File: config.mk
export PLATFORM = sky130hd
export DESIGN_NAME = bus_rr_arbit
export DESIGN_NICKNAME = d
export VERILOG_FILES = /design/src/rtl/bus_arbit_pkg.sv /design/src/rtl/bus_rr_arbit_rr_pick.sv /design/src/rtl/bus_rr_arbit.sv
export SDC_FILE = /design/constraint.sdc
export NUM_CORES = 1
export LEC_CHECK = 0
export BUFFER_PORTS_ARGS = -buffer_cell sky130_fd_sc_hd__buf_2
export CORE_MARGIN = 2
export CORE_UTILIZATION = 49
export DETAILED_ROUTE_END_ITERATION = 8
export PLACE_DENSITY_LB_ADDON = 0.05
export SETUP_SLACK_MARGIN = 0.15
export SYNTH_ARGS = -nofsm -noshare
export SYNTH_HDL_FRONTEND = slang
export SYNTH_SLANG_ARGS = --single-unit
File: constraint.sdc
create_clock -name clk -period 2.15 [get_ports clk]
set_clock_uncertainty 0.15 [all_clocks]
set_input_delay 0.215 -clock clk [delete_from_list [all_inputs] [get_ports clk]]
set_output_delay 0.215 -clock clk [all_outputs]
set_load 0.01 [all_outputs]
File: src/rtl/bus_arbit_pkg.sv
// +----------------------------------------------------------------------+
// | bus_arbit_pkg : shared constants and state encoding for bus_rr_arbit   |
// | Revision      : 1.0                                                    |
// +----------------------------------------------------------------------+
`default_nettype none

package bus_arbit_pkg;

  localparam int N_MASTERS        = 4;
  localparam int MAX_HOLD_DEFAULT = 8;
  localparam int HOLD_CNT_W       = 8;

  // One state per master; the encoding equals the granted master index.
  typedef enum logic [1:0] {
    GRANT0 = 2'd0,
    GRANT1 = 2'd1,
    GRANT2 = 2'd2,
    GRANT3 = 2'd3
  } state_t;

endpackage : bus_arbit_pkg

`default_nettype wire

File: src/rtl/bus_rr_arbit_rr_pick.sv
// +----------------------------------------------------------------------+
// | rr_pick  : first requester after cur in cyclic order cur+1..cur+3      |
// | Revision : 1.0                                                         |
// +----------------------------------------------------------------------+
`default_nettype none

module rr_pick
  import bus_arbit_pkg::*;
(
  input  logic [3:0] req,
  input  logic [1:0] cur,
  output logic [1:0] next_idx,
  output logic       valid
);

  logic [1:0] cand;

  // Walk farthest-first so the nearest requester overwrites and wins.
  always_comb begin
    next_idx = cur;
    valid    = 1'b0;
    cand     = cur;
    for (int k = N_MASTERS - 1; k >= 1; k--) begin
      cand = cur + 2'(k);
      if (req[cand]) begin
        next_idx = cand;
        valid    = 1'b1;
      end
    end
  end

endmodule : rr_pick

`default_nettype wire

File: src/rtl/bus_rr_arbit.sv
// +----------------------------------------------------------------------+
// | bus_rr_arbit : 4-master round-robin Moore bus arbiter with hold count  |
// | Optional hold-limit preemption: define BUS_ARBIT_HOLD_LIMIT_EN         |
// | Revision     : 1.0                                                     |
// +----------------------------------------------------------------------+
`default_nettype none

module bus_rr_arbit
  import bus_arbit_pkg::*;
#(
  parameter int MAX_HOLD = MAX_HOLD_DEFAULT
) (
  input  logic       clk,
  input  logic       reset_n,
  input  logic [3:0] m_req,
  output logic [3:0] m_grant,
  output logic [1:0] cur_master,
  output logic [7:0] hold_cnt
);

  localparam logic [HOLD_CNT_W-1:0] HOLD_LAST = HOLD_CNT_W'(MAX_HOLD - 1);
  localparam logic [HOLD_CNT_W-1:0] HOLD_SAT  = '1;

  state_t                  state_q;
  state_t                  state_d;
  logic [HOLD_CNT_W-1:0]   hold_q;
  logic [HOLD_CNT_W-1:0]   hold_d;
  logic                    own_req;
  logic [1:0]              pick_idx;
  logic                    pick_valid;
  logic                    limit_en;
  logic                    limit_hit;

`ifdef BUS_ARBIT_HOLD_LIMIT_EN
  assign limit_en = 1'b1;
`else
  assign limit_en = 1'b0;
`endif

  rr_pick u_rr_pick (
    .req      (m_req),
    .cur      (state_q),
    .next_idx (pick_idx),
    .valid    (pick_valid)
  );

  assign own_req = m_req[state_q];

  // ">=" rather than "==" so an owner that ran alone past the limit still
  // yields as soon as a competitor shows up.
  assign limit_hit = limit_en & own_req & pick_valid & (hold_q >= HOLD_LAST);

  always_comb begin
    state_d = state_q;
    hold_d  = hold_q;
    case (own_req)
      1'b1:    if (limit_hit)  state_d = state_t'(pick_idx);
      1'b0:    if (pick_valid) state_d = state_t'(pick_idx);
      default: state_d = state_t'(2'bxx);
    endcase
    if (state_d != state_q) begin
      hold_d = '0;
    end else if (own_req) begin
      hold_d = (hold_q == HOLD_SAT) ? hold_q : hold_q + 1'b1;
    end
  end

  always_ff @(posedge clk or negedge reset_n) begin
    if (!reset_n) begin
      state_q <= GRANT0;
      hold_q  <= '0;
    end else begin
      state_q <= state_d;
      hold_q  <= hold_d;
    end
  end

  assign m_grant    = 4'b0001 << state_q;
  assign cur_master = state_q;
  assign hold_cnt   = hold_q;

endmodule : bus_rr_arbit

`default_nettype wire

==> results of run 1 <==
[placed cells by master (no fill, tap or decap), types with 2 or more instances in the layout]
cell      count
dfrtp_2       2
a31oi_1       2
a21oi_1       6
inv_1         2
nand2_1       4
nor3_1        7
dfrtp_1       8
nor2_1        6
nand3_1       3
ha_1          5
a211oi_1      3
nor4_1        2
o22ai_1       3
o21a_1        2
buf_2        19
clkbuf_4      3
[per-stage QoR]
stage               power (µW)  std cells  setup WS (ns)
floorplan                  634         74          0.220
global placement           767        107          0.276
detailed placement         781        107          0.242
CTS                        921        112          0.222
global route              1000        112          0.163
finish                     918        112          0.274
[cells in the mapped netlist, drive strengths merged, types with 3 or more instances]
cell / n
nand2: 4
dfrtp: 10
nor2: 6
a21oi: 6
nand3: 3
a211oi: 3
ha: 5
nor3: 7
o22ai: 3
[report_power, final]
part           switching [µW]  internal, µW  leakage, µW
Sequential               66.0           233     0.000130
Clock                    65.9          71.9    0.0000150
Combinational             255           227     0.000246
Total                     387           531     0.000392
[sequential cells by signal, indices dropped and copies added, names as in the netlist]
register / flops
cur_master: 2
hold_cnt: 8
[worst max-delay path, stage by stage, from the launching register on]
cell	delay, ns
dfrtp_2	0.37
mux4_2	0.57
and3_4	0.23
a21o_1	0.19
mux2_4	0.25
[path summary, 6_finish.rpt]
path                               start             to  slack, ns  cells past startpoint
hold reg to reg              hold_cnt[3]    hold_cnt[3]       0.44                      1
min in group asynchronous        reset_n    hold_cnt[6]       0.18                      2
setup / recovery           cur_master[1]    hold_cnt[0]       0.27                      4
max in group asynchronous        reset_n  cur_master[0]       1.45                      2
setup reg to reg           cur_master[1]    hold_cnt[0]       0.27                      4
hold / removal                  m_req[2]  cur_master[0]       0.09                      2
[metal layers]
layer / vias up / share of wire (%) / GRT usage [%]
li1: 330 / - / -
met1: 314 / 49 / 28.4
met2: 27 / 41 / 31.6
met3: 3 / 8.5 / 7.83
met4: 0 / 0.53 / 1.94
met5: - / 0 / 0
[layout make-up]
| cell class | count | area [µm²] |
|---|---|---|
| clock buffers | 4 | 26.3 |
| fillers | 115 | 477 |
| inverters | 2 | 7.51 |
| multi-input cells | 60 | 423 |
| flip-flops and latches | 10 | 253 |
| well taps | 15 | 18.8 |
| repair buffers | 21 | 113 |
[timing repair]
action	4_1_cts	5_1_grt
hold buffers	1	0
endpoints found under the setup margin	0	2
endpoints found under the hold margin	10	0
gates resized for setup	0	1
[cells by family (layout without fill, tap and decap cells)]
family / after synthesis / after routing / share of synthesized area [%]
simple gates: 29 / 29 / 22.1
flops: 10 / 10 / 35.6
buf+inv: 4 / 27 / 4.27
mux: 4 / 4 / 8.36
compound gates: 22 / 22 / 20.8
fa+ha+maj: 5 / 5 / 8.90
==> flow_metrics.py, run 1 <==
metrics = {
    "die": {
        "core_area_um2": 1320,
        "die_y_um": 41.9,
        "die_w_um": 41.9,
        "die-area_um2": 1750,
        "num_rows": 13,
        "start_util_pct": 53.4,
        "num_io_pins": 20,
    },
    "sta": {
        "finalMaxSlewViolations": 0,
        "timing.fmax_mhz": 533,
        "post-route-min-period_ns": 1.88,
        "holdWs_ns": 0.0856,
        "tns_ns": 0,
        "setup_viol": 0,
        "period_share_pct": 87.3,
        "maxSlewHeadroom_pct": 72.2,
        "finalHoldViolCount": 0,
        "worst_slew_pin_slew_ns": 0.415,
        "rsz0062_at_grt": "no",
    },
    "final_layout": {
        "final_cell_area_um2": 841,
        "drive_gt1_share_pct": 30.9,
        "num_antenna_cells": 0,
        "syn_to_final_growth_pct": 19.6,
        "final_core_util_pct": 63.8,
        "nets": 109,
    },
    "route": {
        "drt_pre_antenna_iters": 4,
        "first_iter_violations": 30,
        "drt-total-wl_um": 1520,
        "vias_per_cell": 6.02,
        "remaining_drc_errors": 0,
        "num_vias": 674,
        "drt.antenna.violating_nets": 0,
        "post_drt_wl_per_cell_um": 13.5,
    },
    "cts": {
        "cts_tree": "yes",
        "cts_buffers": 3,
        "postCtsSetupBuffers": 0,
        "root_buffer": "clkbuf_4",
        "htreeDepth": 1,
        "insertion_delay_ns": 0.27,
        "cts.sinks": 10,
        "path_clk_slew_ns": 0.07,
        "cts_max_path_buffers": 2,
    },
    "worst_setup_path": {
        "crit_required_ns": 2.16,
        "end_kind": "flip-flop",
        "start_kind": "flip-flop",
        "crit_type": "flip-flop to flip-flop",
        "cp_max_fo": 7,
        "worst_ep_arrival_time_ns": 1.88,
    },
    "synthesis": {
        "syn-instance-count": 74,
        "ys_types": 31,
        "synth_nets": 85,
        "yosys-top-cells-area": "dfrtp_1 (36%), ha_1 (8.9%), nor3_1 (5.0%)",
        "ys_ff_latch": 10,
        "synth_ff_type": "dfrtp_1",
        "syn_avg_cell_area_um2": 9.50,
        "synth_area_um2": 703,
        "async_reset_ff_share_pct": 100,
        "ys_warn_count": 0,
        "synth_edf_count": 0,
        "synth_seq_area_share_pct": 35.6,
        "netlist.area_leader.share_pct": 35.6,
        "yosys.area.top_type": "dfrtp_1",
    },
    "pwr": {
        "cellPowerDensity_nw_per_um2": 1090,
        "ir_drop_mv": 0.556,
        "power_leakage_uw": 0.000392,
    },
    "outcome": {
        "outcome": "completed",
    },
    "grt": {
        "antenna_found_initial": 0,
        "first_global_vias": 616,
        "track_usage_pct": 20.5,
        "overflow": 0,
        "grt_max_degree": 11,
        "grt_pass1_wl_um": 2750,
    },
    "placement": {
        "io_buffers": 19,
        "hpwl_um": 1100,
        "gp_congestion": 0.843,
        "placed_area_um2": 803,
    },
    "worst_hold_path": {
        "hold_class": "primary input to flip-flop",
    },
    "job": {
        "max_cap_violations": 0,
    },
}
Note: power is estimated with default switching activity, not from simulation.
==> run 2, diff against run 1 <==
--- a/config.mk
+++ b/config.mk
@@ -7,9 +7,10 @@
 export LEC_CHECK = 0
 export BUFFER_PORTS_ARGS = -buffer_cell sky130_fd_sc_hd__buf_2
 export CORE_MARGIN = 2
-export CORE_UTILIZATION = 49
+export CORE_UTILIZATION = 52
+export CTS_BUF_LIST = sky130_fd_sc_hd__clkbuf_8
 export DETAILED_ROUTE_END_ITERATION = 8
-export PLACE_DENSITY_LB_ADDON = 0.05
+export PLACE_DENSITY = 0.91
 export SETUP_SLACK_MARGIN = 0.15
 export SYNTH_ARGS = -nofsm -noshare
 export SYNTH_HDL_FRONTEND = slang
==> run 2 against run 1 <==
Clock power rose by 40%. Utilization is 4.4 points higher. Largest cell class unchanged. Global-route usage rose by 0.61 points. Register-to-register slack about the same. Design area grew 4.3%. Sequential share of layout area down 1.2 points. Non-clock buffer count is the same. Total power is 10% higher. Sequential power about the same. Sequential cell count unchanged. Count of clock-buffer cells in the layout shrank 1.
==> flow_metrics.py, run 2 (same netlist as run 1, synthesis figures left out) <==
metrics = {
    "sta": {
        "period_share_pct": 87.0,
        "setup_viol": 0,
        "post-route-min-period_ns": 1.87,
        "finalMaxSlewViolations": 0,
        "rsz0062_at_grt": "no",
        "timing.fmax_mhz": 535,
        "finalHoldViolCount": 0,
        "tns_ns": 0,
        "worst_slew_pin_slew_ns": 0.412,
        "maxSlewHeadroom_pct": 72.4,
    },
    "final_layout": {
        "syn_to_final_growth_pct": 24.7,
        "stdcell_count": 112,
        "drive_gt1_share_pct": 33.0,
        "largest_reg_flops": 8,
        "nets": 109,
        "num_antenna_cells": 0,
        "final_common_cell": "buf_2",
        "n_fill_cell": 112,
        "layout_common_cells": "buf_2 (19), dfrtp_1 (8), nor3_1 (7)",
        "register_area_um2": 253,
        "multi_input_area_um2": 440,
    },
    "cts": {
        "htreeDepth": 1,
        "cts_buffers": 3,
        "insertion_delay_ns": 0.23,
        "cts_tree": "yes",
        "cts_max_path_buffers": 2,
        "cts.sinks": 10,
        "postCtsSetupBuffers": 0,
        "path_clk_slew_ns": 0.05,
        "root_buffer": "clkbuf_8",
    },
    "grt": {
        "track_usage_pct": 21.1,
        "grt_max_degree": 11,
        "antenna_found_initial": 0,
        "overflow": 0,
        "first_global_vias": 539,
        "grt_pass1_wl_um": 2270,
    },
    "worst_setup_path": {
        "cpPeakStageDelay_ns": 0.57,
        "crit_required_ns": 2.12,
        "start_kind": "flip-flop",
        "crit_type": "flip-flop to flip-flop",
        "cp_slowest_cell": "mux4_2",
        "reg2reg_depth": 4,
        "cp_max_fo": 7,
        "startpoint": "cur_master[1]",
        "r2r_start": "cur_master[1]",
        "rrSetupSlack_ns": 0.28,
        "end_kind": "flip-flop",
        "worst_ep_arrival_time_ns": 1.84,
        "cp_cell_sequence": "mux4_2 > and3_4 > a21o_1 > mux2_4",
        "r2r-end": "hold_cnt[0]",
        "crit_end": "hold_cnt[0]",
    },
    "pwr": {
        "power_frac_seq_pct": 29.5,
        "power_leakage_uw": 0.000405,
        "clkPwrFrac_pct": 19.1,
        "power_switching_uw": 402,
        "netSwitchingFraction_pct": 39.7,
        "power_frac_comb_pct": 51.4,
        "p_int_uw": 612,
        "cellPowerDensity_nw_per_um2": 1160,
        "ir_drop_mv": 0.633,
    },
    "placement": {
        "gp_congestion": 0.815,
        "io_buffers": 19,
        "hpwl_um": 1100,
        "dp.cells": 107,
    },
    "outcome": {
        "outcome": "completed",
    },
    "route": {
        "drt.antenna.violating_nets": 0,
        "vias_per_cell": 6.02,
        "remaining_drc_errors": 0,
        "num_vias": 674,
        "post_drt_wl_per_cell_um": 13.7,
        "drt-total-wl_um": 1530,
        "first_iter_violations": 25,
        "drt_pre_antenna_iters": 4,
    },
    "die": {
        "start_util_pct": 54.7,
        "core_area_um2": 1280,
        "die_w_um": 40.8,
        "die_y_um": 40.8,
        "num_io_pins": 20,
        "num_rows": 13,
        "die-area_um2": 1660,
    },
    "worst_hold_path": {
        "hold_class": "primary input to flip-flop",
    },
    "job": {
        "max_cap_violations": 0,
    },
}
==> run 2: how the worst min path moves through the flow <==
stage,startpoint,to,slack [ns],cells after the start
final,m_req[0],cur_master[0],0.15,2
after global placement,reset_n,hold_cnt[0],-0.07,1
after detailed placement,reset_n,hold_cnt[1],-0.07,1
after CTS,m_req[2],cur_master[0],0.14,2
after floorplan,reset_n,cur_master[0],-0.23,0
after global routing,m_req[0],cur_master[0],0.15,2
==> run 2: layout make-up <==
| type | instances | share of cell area (%) |
|---|---|---|
| Clock buffer | 3 | 4.71 |
| Clock inverter | 1 | 0.428 |
| Inverter | 2 | 0.856 |
| Multi-Input combinational cell | 60 | 50.2 |
| Sequential cell | 10 | 28.8 |
| Tap cell | 15 | 2.14 |
| Timing Repair Buffer | 21 | 12.8 |
==> run 2: worst max-delay path, delay by kind of cell (launching register included) <==
family	cells	cell delay, ns
DFF	1	0.37
muxes	2	0.82
and+or+nand+nor	1	0.23
AOI/OAI and AO/OA	1	0.19
==> run 2: layer usage <==
metal / global-route usage [%] / routed length (µm) / up-vias
li1: - / - / 332
met1: 24.3 / 668 / 314
met2: 35.3 / 755 / 26
met3: 8.15 / 93 / 2
met4: 7.50 / 14 / 0
met5: 0 / 0 / -
==> run 2: repair_timing <==
item	4_1_cts	5_1_grt
gates resized for setup	0	3
endpoints found under the hold margin	10	0
hold buffers	1	0
setup endpoints to repair	0	1
==> run 2: power by group through the flow <==
stage / Sequential, µW / Combinational, µW / Clock [µW]
after floorplan: 320 / 315 / 0
after global placement: 292 / 463 / 0
after detailed placement: 300 / 481 / 0
after CTS: 298 / 484 / 197
after global routing: 306 / 568 / 209
final: 299 / 522 / 193
==> run 2: per-stage QoR <==
| step | util [%] | hold WS [ns] | power (µW) | setup WS, ns | instance area [µm²] |
|---|---|---|---|---|---|
| final | 68.3 | 0.146 | 1010 | 0.280 | 877 |
| after global routing | 68.3 | 0.146 | 1080 | 0.215 | 877 |
| after CTS | 66.8 | 0.141 | 978 | 0.165 | 858 |
| after detailed placement | 62.5 | -0.0694 | 781 | 0.180 | 803 |
| after global placement | 62.5 | -0.0695 | 756 | 0.297 | 803 |
| after floorplan | - | -0.231 | 634 | 0.220 | 704 |
